--- config.mk ---
export PLATFORM = sky130hd
export DESIGN_NAME = registers_bank_dumper
export DESIGN_NICKNAME = d
export VERILOG_FILES = /design/src/rtl/registers_bank_dumper.sv
export SDC_FILE = /design/constraint.sdc
export NUM_CORES = 2
export LEC_CHECK = 0
export CAP_MARGIN = 25
export CORE_AREA = 4 4 408 410
export CTS_CLUSTER_DIAMETER = 200
export DETAILED_ROUTE_END_ITERATION = 12
export DIE_AREA = 0 0 412 414
export PLACE_DENSITY = 0.48
export SKIP_LAST_GASP = 1
export SYNTH_ARGS = -nofsm -noshare
export SYNTH_HDL_FRONTEND = slang
export SYNTH_SLANG_ARGS = --single-unit
--- constraint.sdc ---
create_clock -name i_clk -period 3.85 [get_ports i_clk]
set_clock_uncertainty 0.2 [all_clocks]
set_input_delay 0.385 -clock i_clk [delete_from_list [all_inputs] [get_ports i_clk]]
set_output_delay 0.385 -clock i_clk [all_outputs]
set_load 0.02 [all_outputs]
--- src/rtl/registers_bank_dumper.sv ---
// -----------------------------------------------------------------------------
// registers_bank_dumper
//   Debug-side reader of the ID stage's flattened register-bank bus. A start
//   request taken in IDLE snapshots the entire bank. The snapshot is then
//   streamed out one byte at a time over a valid/ready interface toward the
//   debug UART transmitter. Because the snapshot is private, the pipeline may
//   keep running and changing the bank while a dump is in progress.
//
//   Stream order: registers 0 .. REGISTERS_BANK_SIZE-1, and within each
//   register the most significant byte first.
//
// Ports
//   i_clk        clock, all logic on the rising edge
//   i_reset      asynchronous active-low reset
//   i_start      dump request, sampled only while idle
//   i_bus_debug  flattened bank, register k at [k*BUS_SIZE +: BUS_SIZE]
//   i_tx_ready   downstream accepts o_tx_data this cycle
//   o_tx_data    byte being offered (registered)
//   o_tx_valid   o_tx_data is valid (registered)
//   o_busy       dump in progress, high outside IDLE (registered)
//   o_done       one-cycle pulse after the last byte is accepted (registered)
// -----------------------------------------------------------------------------
module registers_bank_dumper #(
   parameter int REGISTERS_BANK_SIZE = 32,
   parameter int BUS_SIZE            = 32
) (
   input  logic                                  i_clk,
   input  logic                                  i_reset,
   input  logic                                  i_start,
   input  logic [REGISTERS_BANK_SIZE*BUS_SIZE-1:0] i_bus_debug,
   input  logic                                  i_tx_ready,
   output logic [7:0]                            o_tx_data,
   output logic                                  o_tx_valid,
   output logic                                  o_busy,
   output logic                                  o_done
);

   localparam int TOTAL_W       = REGISTERS_BANK_SIZE * BUS_SIZE;
   localparam int BYTES_PER_REG = BUS_SIZE / 8;
   localparam int REG_IDX_W     = (REGISTERS_BANK_SIZE > 1) ? $clog2(REGISTERS_BANK_SIZE) : 1;
   localparam int BYTE_IDX_W    = (BYTES_PER_REG > 1) ? $clog2(BYTES_PER_REG) : 1;
   // One extra bit so the highest bit position always fits.
   localparam int POS_W         = $clog2(TOTAL_W) + 1;

   localparam logic [REG_IDX_W-1:0]  LAST_REG  = REG_IDX_W'(REGISTERS_BANK_SIZE - 1);
   localparam logic [BYTE_IDX_W-1:0] LAST_BYTE = BYTE_IDX_W'(BYTES_PER_REG - 1);

   typedef enum logic [1:0] {
      ST_IDLE = 2'd0,
      ST_SEND = 2'd1,
      ST_DONE = 2'd2
   } state_t;

   state_t                  r_state;
   logic [TOTAL_W-1:0]      r_snapshot;
   logic [REG_IDX_W-1:0]    r_reg_idx;
   logic [BYTE_IDX_W-1:0]   r_byte_idx;
   logic [7:0]              r_tx_data;
   logic                    r_tx_valid;
   logic                    r_busy;
   logic                    r_done;

   logic                    w_last_byte_of_reg;
   logic                    w_last_transfer;
   logic [REG_IDX_W-1:0]    w_next_reg_idx;
   logic [BYTE_IDX_W-1:0]   w_next_byte_idx;
   logic [7:0]              w_next_byte;
   logic [7:0]              w_first_byte;

   // Byte byte_i of register reg_i, byte 0 being the register's top byte.
   function automatic logic [7:0] f_pick_byte(
      input logic [TOTAL_W-1:0]    bank,
      input logic [REG_IDX_W-1:0]  reg_i,
      input logic [BYTE_IDX_W-1:0] byte_i
   );
      logic [POS_W-1:0] pos;
      pos = POS_W'(reg_i) * POS_W'(BUS_SIZE) + POS_W'(BUS_SIZE - 1) - (POS_W'(byte_i) << 3);
      return bank[pos -: 8];
   endfunction

   // Next byte/register position and the byte that will be offered there.
   // The next byte is prepared ahead so o_tx_data can stay a plain register.
   always_comb begin
      w_last_byte_of_reg = (r_byte_idx == LAST_BYTE);
      w_last_transfer    = w_last_byte_of_reg && (r_reg_idx == LAST_REG);
      w_next_reg_idx     = r_reg_idx;
      w_next_byte_idx    = r_byte_idx;
      if (w_last_byte_of_reg) begin
         w_next_byte_idx = '0;
         w_next_reg_idx  = r_reg_idx + REG_IDX_W'(1);
      end else begin
         w_next_byte_idx = r_byte_idx + BYTE_IDX_W'(1);
         w_next_reg_idx  = r_reg_idx;
      end
      w_next_byte  = f_pick_byte(r_snapshot, w_next_reg_idx, w_next_byte_idx);
      // First byte comes straight from the live bus on the snapshot edge.
      w_first_byte = f_pick_byte(i_bus_debug, '0, '0);
   end

   // Dump FSM with snapshot, position counters and registered outputs.
   always_ff @(posedge i_clk or negedge i_reset) begin
      if (!i_reset) begin
         r_state    <= ST_IDLE;
         r_snapshot <= '0;
         r_reg_idx  <= '0;
         r_byte_idx <= '0;
         r_tx_data  <= 8'h00;
         r_tx_valid <= 1'b0;
         r_busy     <= 1'b0;
         r_done     <= 1'b0;
      end else begin
         case (r_state)
            ST_IDLE: begin
               r_done <= 1'b0;
               if (i_start) begin
                  r_snapshot <= i_bus_debug;
                  r_reg_idx  <= '0;
                  r_byte_idx <= '0;
                  r_tx_data  <= w_first_byte;
                  r_tx_valid <= 1'b1;
                  r_busy     <= 1'b1;
                  r_state    <= ST_SEND;
               end else begin
                  r_tx_data  <= 8'h00;
                  r_tx_valid <= 1'b0;
                  r_busy     <= 1'b0;
                  r_state    <= ST_IDLE;
               end
            end
            ST_SEND: begin
               // r_tx_valid is always high here, so ready alone means transfer.
               if (i_tx_ready) begin
                  if (w_last_transfer) begin
                     r_reg_idx  <= '0;
                     r_byte_idx <= '0;
                     r_tx_data  <= 8'h00;
                     r_tx_valid <= 1'b0;
                     r_done     <= 1'b1;
                     r_state    <= ST_DONE;
                  end else begin
                     r_reg_idx  <= w_next_reg_idx;
                     r_byte_idx <= w_next_byte_idx;
                     r_tx_data  <= w_next_byte;
                     r_tx_valid <= 1'b1;
                     r_done     <= 1'b0;
                     r_state    <= ST_SEND;
                  end
               end else begin
                  // Stall: hold the offered byte and position.
                  r_tx_data  <= r_tx_data;
                  r_tx_valid <= r_tx_valid;
                  r_state    <= ST_SEND;
               end
            end
            ST_DONE: begin
               r_done     <= 1'b0;
               r_busy     <= 1'b0;
               r_tx_valid <= 1'b0;
               r_tx_data  <= 8'h00;
               r_state    <= ST_IDLE;
            end
            default: begin
               r_state    <= ST_IDLE;
               r_reg_idx  <= '0;
               r_byte_idx <= '0;
               r_tx_data  <= 8'h00;
               r_tx_valid <= 1'b0;
               r_busy     <= 1'b0;
               r_done     <= 1'b0;
            end
         endcase
      end
   end

   assign o_tx_data  = r_tx_data;
   assign o_tx_valid = r_tx_valid;
   assign o_busy     = r_busy;
   assign o_done     = r_done;

endmodule

; After elaboration in Yosys (flattened, before gate mapping)
; Index checks and enable logic that the tools add are counted.
[op_classes]
n_addsub = 4
eq_ne = 6
shifts = 1
muxes = 26
bitwise_logic = 1
n_reduce_logical = 4
[op_table]
columns = cell, count
row1 = 1031-bit by 12-bit indexed part select with 8-bit output, 1
row2 = 8-bit 2-to-1 mux, 3
row3 = 5-bit 2-to-1 mux, 4
row4 = 8-bit case mux with 2 select lines, 1
row5 = 5-bit case mux with 3 select lines, 1
row6 = 2-bit 2-to-1 mux, 6
row7 = "10-bit by 5-bit adder with 11-bit output, second input constant", 1
row8 = 11-bit by 5-bit subtractor with 11-bit output, 1
row9 = 1-bit 2-to-1 mux, 7
row10 = 2-bit case mux with 3 select lines, 1
row11 = "5-bit by 1-bit adder with 5-bit output, second input constant", 1
row12 = "5-bit == test, second input constant", 1
row13 = "2-bit == test, second input constant", 2
row14 = "2-bit != test, second input constant", 2
row15 = 1-bit case mux with 2 select lines, 2
row16 = 2-bit case mux with 2 select lines, 1
row17 = 3-bit AND reduction, 1
row18 = "2-bit by 1-bit adder with 2-bit output, second input constant", 1
row19 = "2-bit by 1-bit == test with 1-bit output, second input constant", 1
row20 = 2-bit zero test, 1
row21 = 2-bit AND reduction, 1
row22 = 1-bit logical AND, 1
row23 = 1-bit NOT, 1
[word_totals]
reg_bits = 1044
in_bits = 1028
output_inout_bits = 11
word_cells = 50

; Depth between registers and ports, before layout
[logic_depth]
ltp_word = 8
ltp_mapped = 12

; Worst setup path before layout
; Ideal clock, no wire load.
[synth_path]
path_kind = register to register
startpoint = register r_byte_idx[0]
endpoint = register r_tx_data[6] (netlist: o_tx_data[6])
setup_time_ns = 0.070
t_arrival_ns = 3.036
t_required_ns = 3.580
setup_slack_ns = 0.544
path_stages_with_launch = 13
n_path_buf = 2
path_cell_list = dfrtp_1 ha_1 nand4_1 xor2_1 inv_1 clkbuf_1 ha_1 buf_1 a21oi_1 nor2b_1 o21bai_1 or4_1 nand3_1
[synth_between]
elab_chain_len = 8
word_cells_on_any_way = 11
cone_classes = add/sub (3) / eq/ne (1) / shift (1) / mux (5) / reduce/logical (1)
[synth_rtl]
columns = element, line_no
row1 = "start, declared", 57  ; logic [BYTE_IDX_W-1:0] r_byte_idx;
row2 = "start signal, assigned", 142  ; r_byte_idx <= w_next_byte_idx;
row3 = 2-bit == test, 84  ; w_last_byte_of_reg = (r_byte_idx == LAST_BYTE);
row4 = 5-bit 2-to-1 mux, 88  ; if (w_last_byte_of_reg) begin
row5 = 10-bit by 5-bit adder with 11-bit output, 77  ; pos = POS_W'(reg_i) * POS_W'(BUS_SIZE) + POS_W'(BUS_SIZE - 1) - (POS_W'(byte_i) << 3);
row6 = 11-bit by 5-bit subtractor with 11-bit output, 77
row7 = 1031-bit by 12-bit indexed part select with 8-bit output, 78  ; return bank[pos -: 8];
row8 = 8-bit 2-to-1 mux (*), 133  ; if (w_last_transfer) begin
row9 = 8-bit 2-to-1 mux (*), 132  ; if (i_tx_ready) begin
row10 = 8-bit case mux with 2 select lines (*), 112  ; case (r_state)
row11 = "end signal, assigned", 119  ; r_tx_data <= w_first_byte;
row12 = "end signal, assigned", 143  ; r_tx_data <= w_next_byte;
row13 = "end signal, assigned", 150  ; r_tx_data <= r_tx_data;
row14 = "end, declared", 58  ; logic [7:0] r_tx_data;
; Mark *: on every way between the ends. The rest lies on a longest branch, timed or not. The select of a mux whose other input is x is not followed.
; A chain may end at the register's enable or synchronous reset.

; Final worst setup path
[layout_path]
startpoint = register r_byte_idx[0]
endpoint = register r_tx_data[3] (netlist: o_tx_data[3])
; Same word-level chain as after synthesis.

==> impl_metrics.py <==
metrics = {
    "status": {
        "status": "finished with violations",
        "violations": "setup timing",
    },
    "yosys": {
        "synthFlopType": "dfrtp_1",
        "postSynthCellCount": 3166,
        "syn_area_per_cell_um2": 15.0,
        "syn-num-nets": 4198,
        "ys_warn_count": 0,
        "seq_area_frac_synth_pct": 55.0,
        "ys_seq_elements": 1044,
        "synthDistinctLibCells": 72,
        "synth_edf_count": 0,
        "ys_async_sr_fraction_pct": 100,
        "synth_area_um2": 47500,
    },
    "setup_path": {
        "crit_path_start_kind": "flip-flop",
        "worst_path_max_delay_cell": "a221oi_1",
        "cp_cell_sequence": "ha_4 -> xor2_4 -> buf_12 -> buf_4 -> a211oi_1 -> a31oi_1 -> a2111oi_2 -> a311oi_1 -> a221oi_1 -> o21ai_1",
        "path_max_fanout": 7,
        "endpoint_kind": "flip-flop",
        "cp.arrival_ns": 4.28,
        "crit_type": "flip-flop to flip-flop",
        "cp.buffers_inverters": 2,
        "slowest_delay_ns": 0.89,
        "required_ns": 4.25,
        "crit_family": "compound AO/OA/AOI/OAI gates",
    },
    "cts": {
        "cts.sinks": 1044,
        "cts-buffers-inserted": 130,
        "clkTransAtPathRegs_ns": 0.06,
        "cts-root-buf": "clkbuf_16",
        "clockBufferDepth": 3,
        "htreeDepth": 4,
        "clk_latency_ns": 0.76,
        "cts_tree": "done",
    },
    "final_layout": {
        "area_growth_pct": 51.3,
        "fin_util_pct": 44.2,
        "multi_input_area_um2": 20300,
        "nNetsFinal": 5907,
        "fillers": 15050,
        "drive_gt1_share_pct": 33.3,
        "layout.area.seq_um2": 26100,
    },
    "min_path": {
        "hp-class": "input port to asynchronous set/reset pin",
    },
    "die": {
        "io_pins": 1039,
        "core_region_area_um2": 162000,
        "dieArea_um2": 171000,
        "dieWidth_um": 412,
        "fp-row-count": 148,
        "initial_core_util_pct": 29.2,
        "dieHeight_um": 414,
    },
    "global_route": {
        "antenna_found_initial": 101,
        "gr-usage-all-layers_pct": 23.9,
        "grt_max_degree": 102,
        "grt_pass1_wl_um": 292000,
        "grt_overflow": 0,
        "grt_pass1_vias": 38088,
    },
    "detailed_routing": {
        "drtIter0Drc": 2078,
        "drc": 0,
        "dr_wl_met2_um": 104000,
        "met3WireLength_um": 11800,
        "wl_per_cell_um": 28.9,
        "dr.pass1.iters": 7,
        "routed.top_layer": "met5",
        "ant_nets": 0,
        "wl_met1_um": 87300,
        "vias": 34838,
        "via_per_inst": 4.84,
        "drt-total-wl_um": 208000,
    },
    "power": {
        "power.density_nw_per_um2": 605,
        "p_leak_nw": 30.0,
        "pwr-share-seq_pct": 29.8,
        "p_clk_share_pct": 29.0,
        "power_frac_comb_pct": 41.2,
        "cell_internal_pwr_mw": 27.9,
        "p_sw_mw": 15.6,
        "irDropWorstVdd_uv": 568,
        "swShare_pct": 35.9,
    },
    "sta": {
        "max_freq_ghz": 0.258,
        "relSlewSlack_pct": 26.5,
        "drv_slew": 0,
        "finalHoldViolations": 0,
        "rsz0062_at_grt": "no",
        "finalSetupViolations": 1,
        "period_share_pct": 101,
        "worst_slack_ns": -0.0317,
        "worstMarginPinSlew_ns": 1.10,
        "fin_crit_ns": 3.88,
        "holdWs_ns": 0.0291,
    },
    "job": {
        "cap_viol_max_count": 0,
    },
    "placement": {
        "gp_congestion": 0.803,
        "io_buffers": 1038,
        "dpl.hpwl_um": 160000,
    },
}
==> layout make-up <==
cell class / count / area share, %
Clock buffer: 192 / 5.39
Antenna cell: 53 / 0.185
Sequential cell: 1044 / 36.4
Multi-Input combinational cell: 1887 / 28.3
Inverter: 6 / 0.0366
Clock inverter: 31 / 0.608
Timing Repair Buffer: 1806 / 25.3
Tap cell: 2175 / 3.79
==> metal layers <==
layer | GRT usage (%) | vias to the layer above
li1 | - | 15321
met1 | 30.3 | 18200
met2 | 41.6 | 994
met3 | 5.69 | 269
met4 | 4.83 | 54
met5 | 0 | -
==> Yosys cell counts, types with 22 or more instances <==
library cell,number,share of area (%)
mux2_2,1049,25
dfrtp_1,1044,55
nand2_1,213,1.7
mux4_2,197,9.3
clkbuf_1,135,1.1
mux2i_1,58,1.2
buf_2,51,0.54
nand3_1,45,0.47
o21ai_0,37,0.39
a31oi_1,33,0.43
a21oi_1,29,0.31
buf_4,27,0.43
a211oi_1,22,0.35
==> metrics by stage <==
stage	setup TNS, ns	instance area [µm²]	cells	worst slack [ns]	total power, mW
after floorplan	0	47500	3166	0.544	21.9
after global placement	-0.651	61500	6329	-0.393	30.7
after detailed placement	-0.629	61500	6329	-0.372	30.8
after CTS	0	71700	7141	0.0963	44.2
after global routing	0	71800	7174	0.0137	45.5
final	-0.0317	71800	7194	-0.0317	43.4
==> power groups by stage <==
stage	sequential [mW]	clock, mW	combinational, mW
after floorplan	12.8	0	9.05
after global placement	13.1	0	17.6
after detailed placement	13.2	0	17.6
after CTS	13.0	12.9	18.3
after global routing	13.1	13.4	19.0
final	13.0	12.6	17.9
==> registers in the layout, indices dropped and copies added, names as in the netlist <==
signal and cells:
o_busy 1, o_done 1, r_state 2, r_reg_idx 5
o_tx_data 8, r_byte_idx 2, r_snapshot 1024, o_tx_valid 1
==> cells in the final DEF, fill, tap and decap left out, drive strengths merged, types with 9 or more instances in the layout <==
| cell type | Yosys | routed |
|---|---|---|
| o22ai | 11 | 11 |
| nor2 | 18 | 18 |
| a21oi | 29 | 29 |
| a31oi | 33 | 33 |
| diode | 0 | 53 |
| buf | 94 | 185 |
| nor3 | 9 | 9 |
| o21ai | 42 | 42 |
| nand2 | 213 | 213 |
| nor2b | 11 | 11 |
| dlygate4sd3 | 0 | 584 |
| mux2 | 1049 | 1049 |
| clkdlybuf4s50 | 0 | 1037 |
| clkbuf | 135 | 192 |
| bufinv | 0 | 10 |
| mux2i | 58 | 58 |
| nand3 | 45 | 45 |
| a211oi | 22 | 22 |
| mux4 | 201 | 201 |
| a32oi | 9 | 9 |
| clkinv | 0 | 17 |
| dfrtp | 1044 | 1044 |
| a311oi | 14 | 14 |
==> logic make-up (layout without fill, tap and decap cells) <==
logic type,count (synthesis),in the layout,share of synthesized area [%]
other,0,53,0
xor gates and xnor gates,7,7,0.169
adders and majority gates,4,4,0.105
DFF,1044,1044,55.0
buffers and inverters,235,2035,2.49
AOI/OAI and AO/OA,234,234,3.45
muxes,1308,1308,35.7
and+or+nand+nor,334,334,3.06
==> final timing paths <==
path                       depth (start not counted)               to             start  slack, ns
setup / recovery                                  10     o_tx_data[3]     r_byte_idx[0]      -0.03
hold / removal                                     2  r_snapshot[832]           i_reset       0.03
setup reg to reg                                  10     o_tx_data[3]     r_byte_idx[0]      -0.03
hold reg to reg                                    1           o_done            o_done       0.28
max in group asynchronous                          3  r_snapshot[319]           i_reset       2.29
min in group i_clk                                 2  r_snapshot[737]  i_bus_debug[737]       0.06
==> timing repair <==
action                                  CTS  global route
gates cloned                              0             0
hold buffers                            584             0
buffers inserted                          5             0
endpoints found under the setup margin    6             2
pin swaps                                 1             0
hold endpoints to repair                655             0
resized for setup                         0             2
Power figures use the tool's default switching activity.
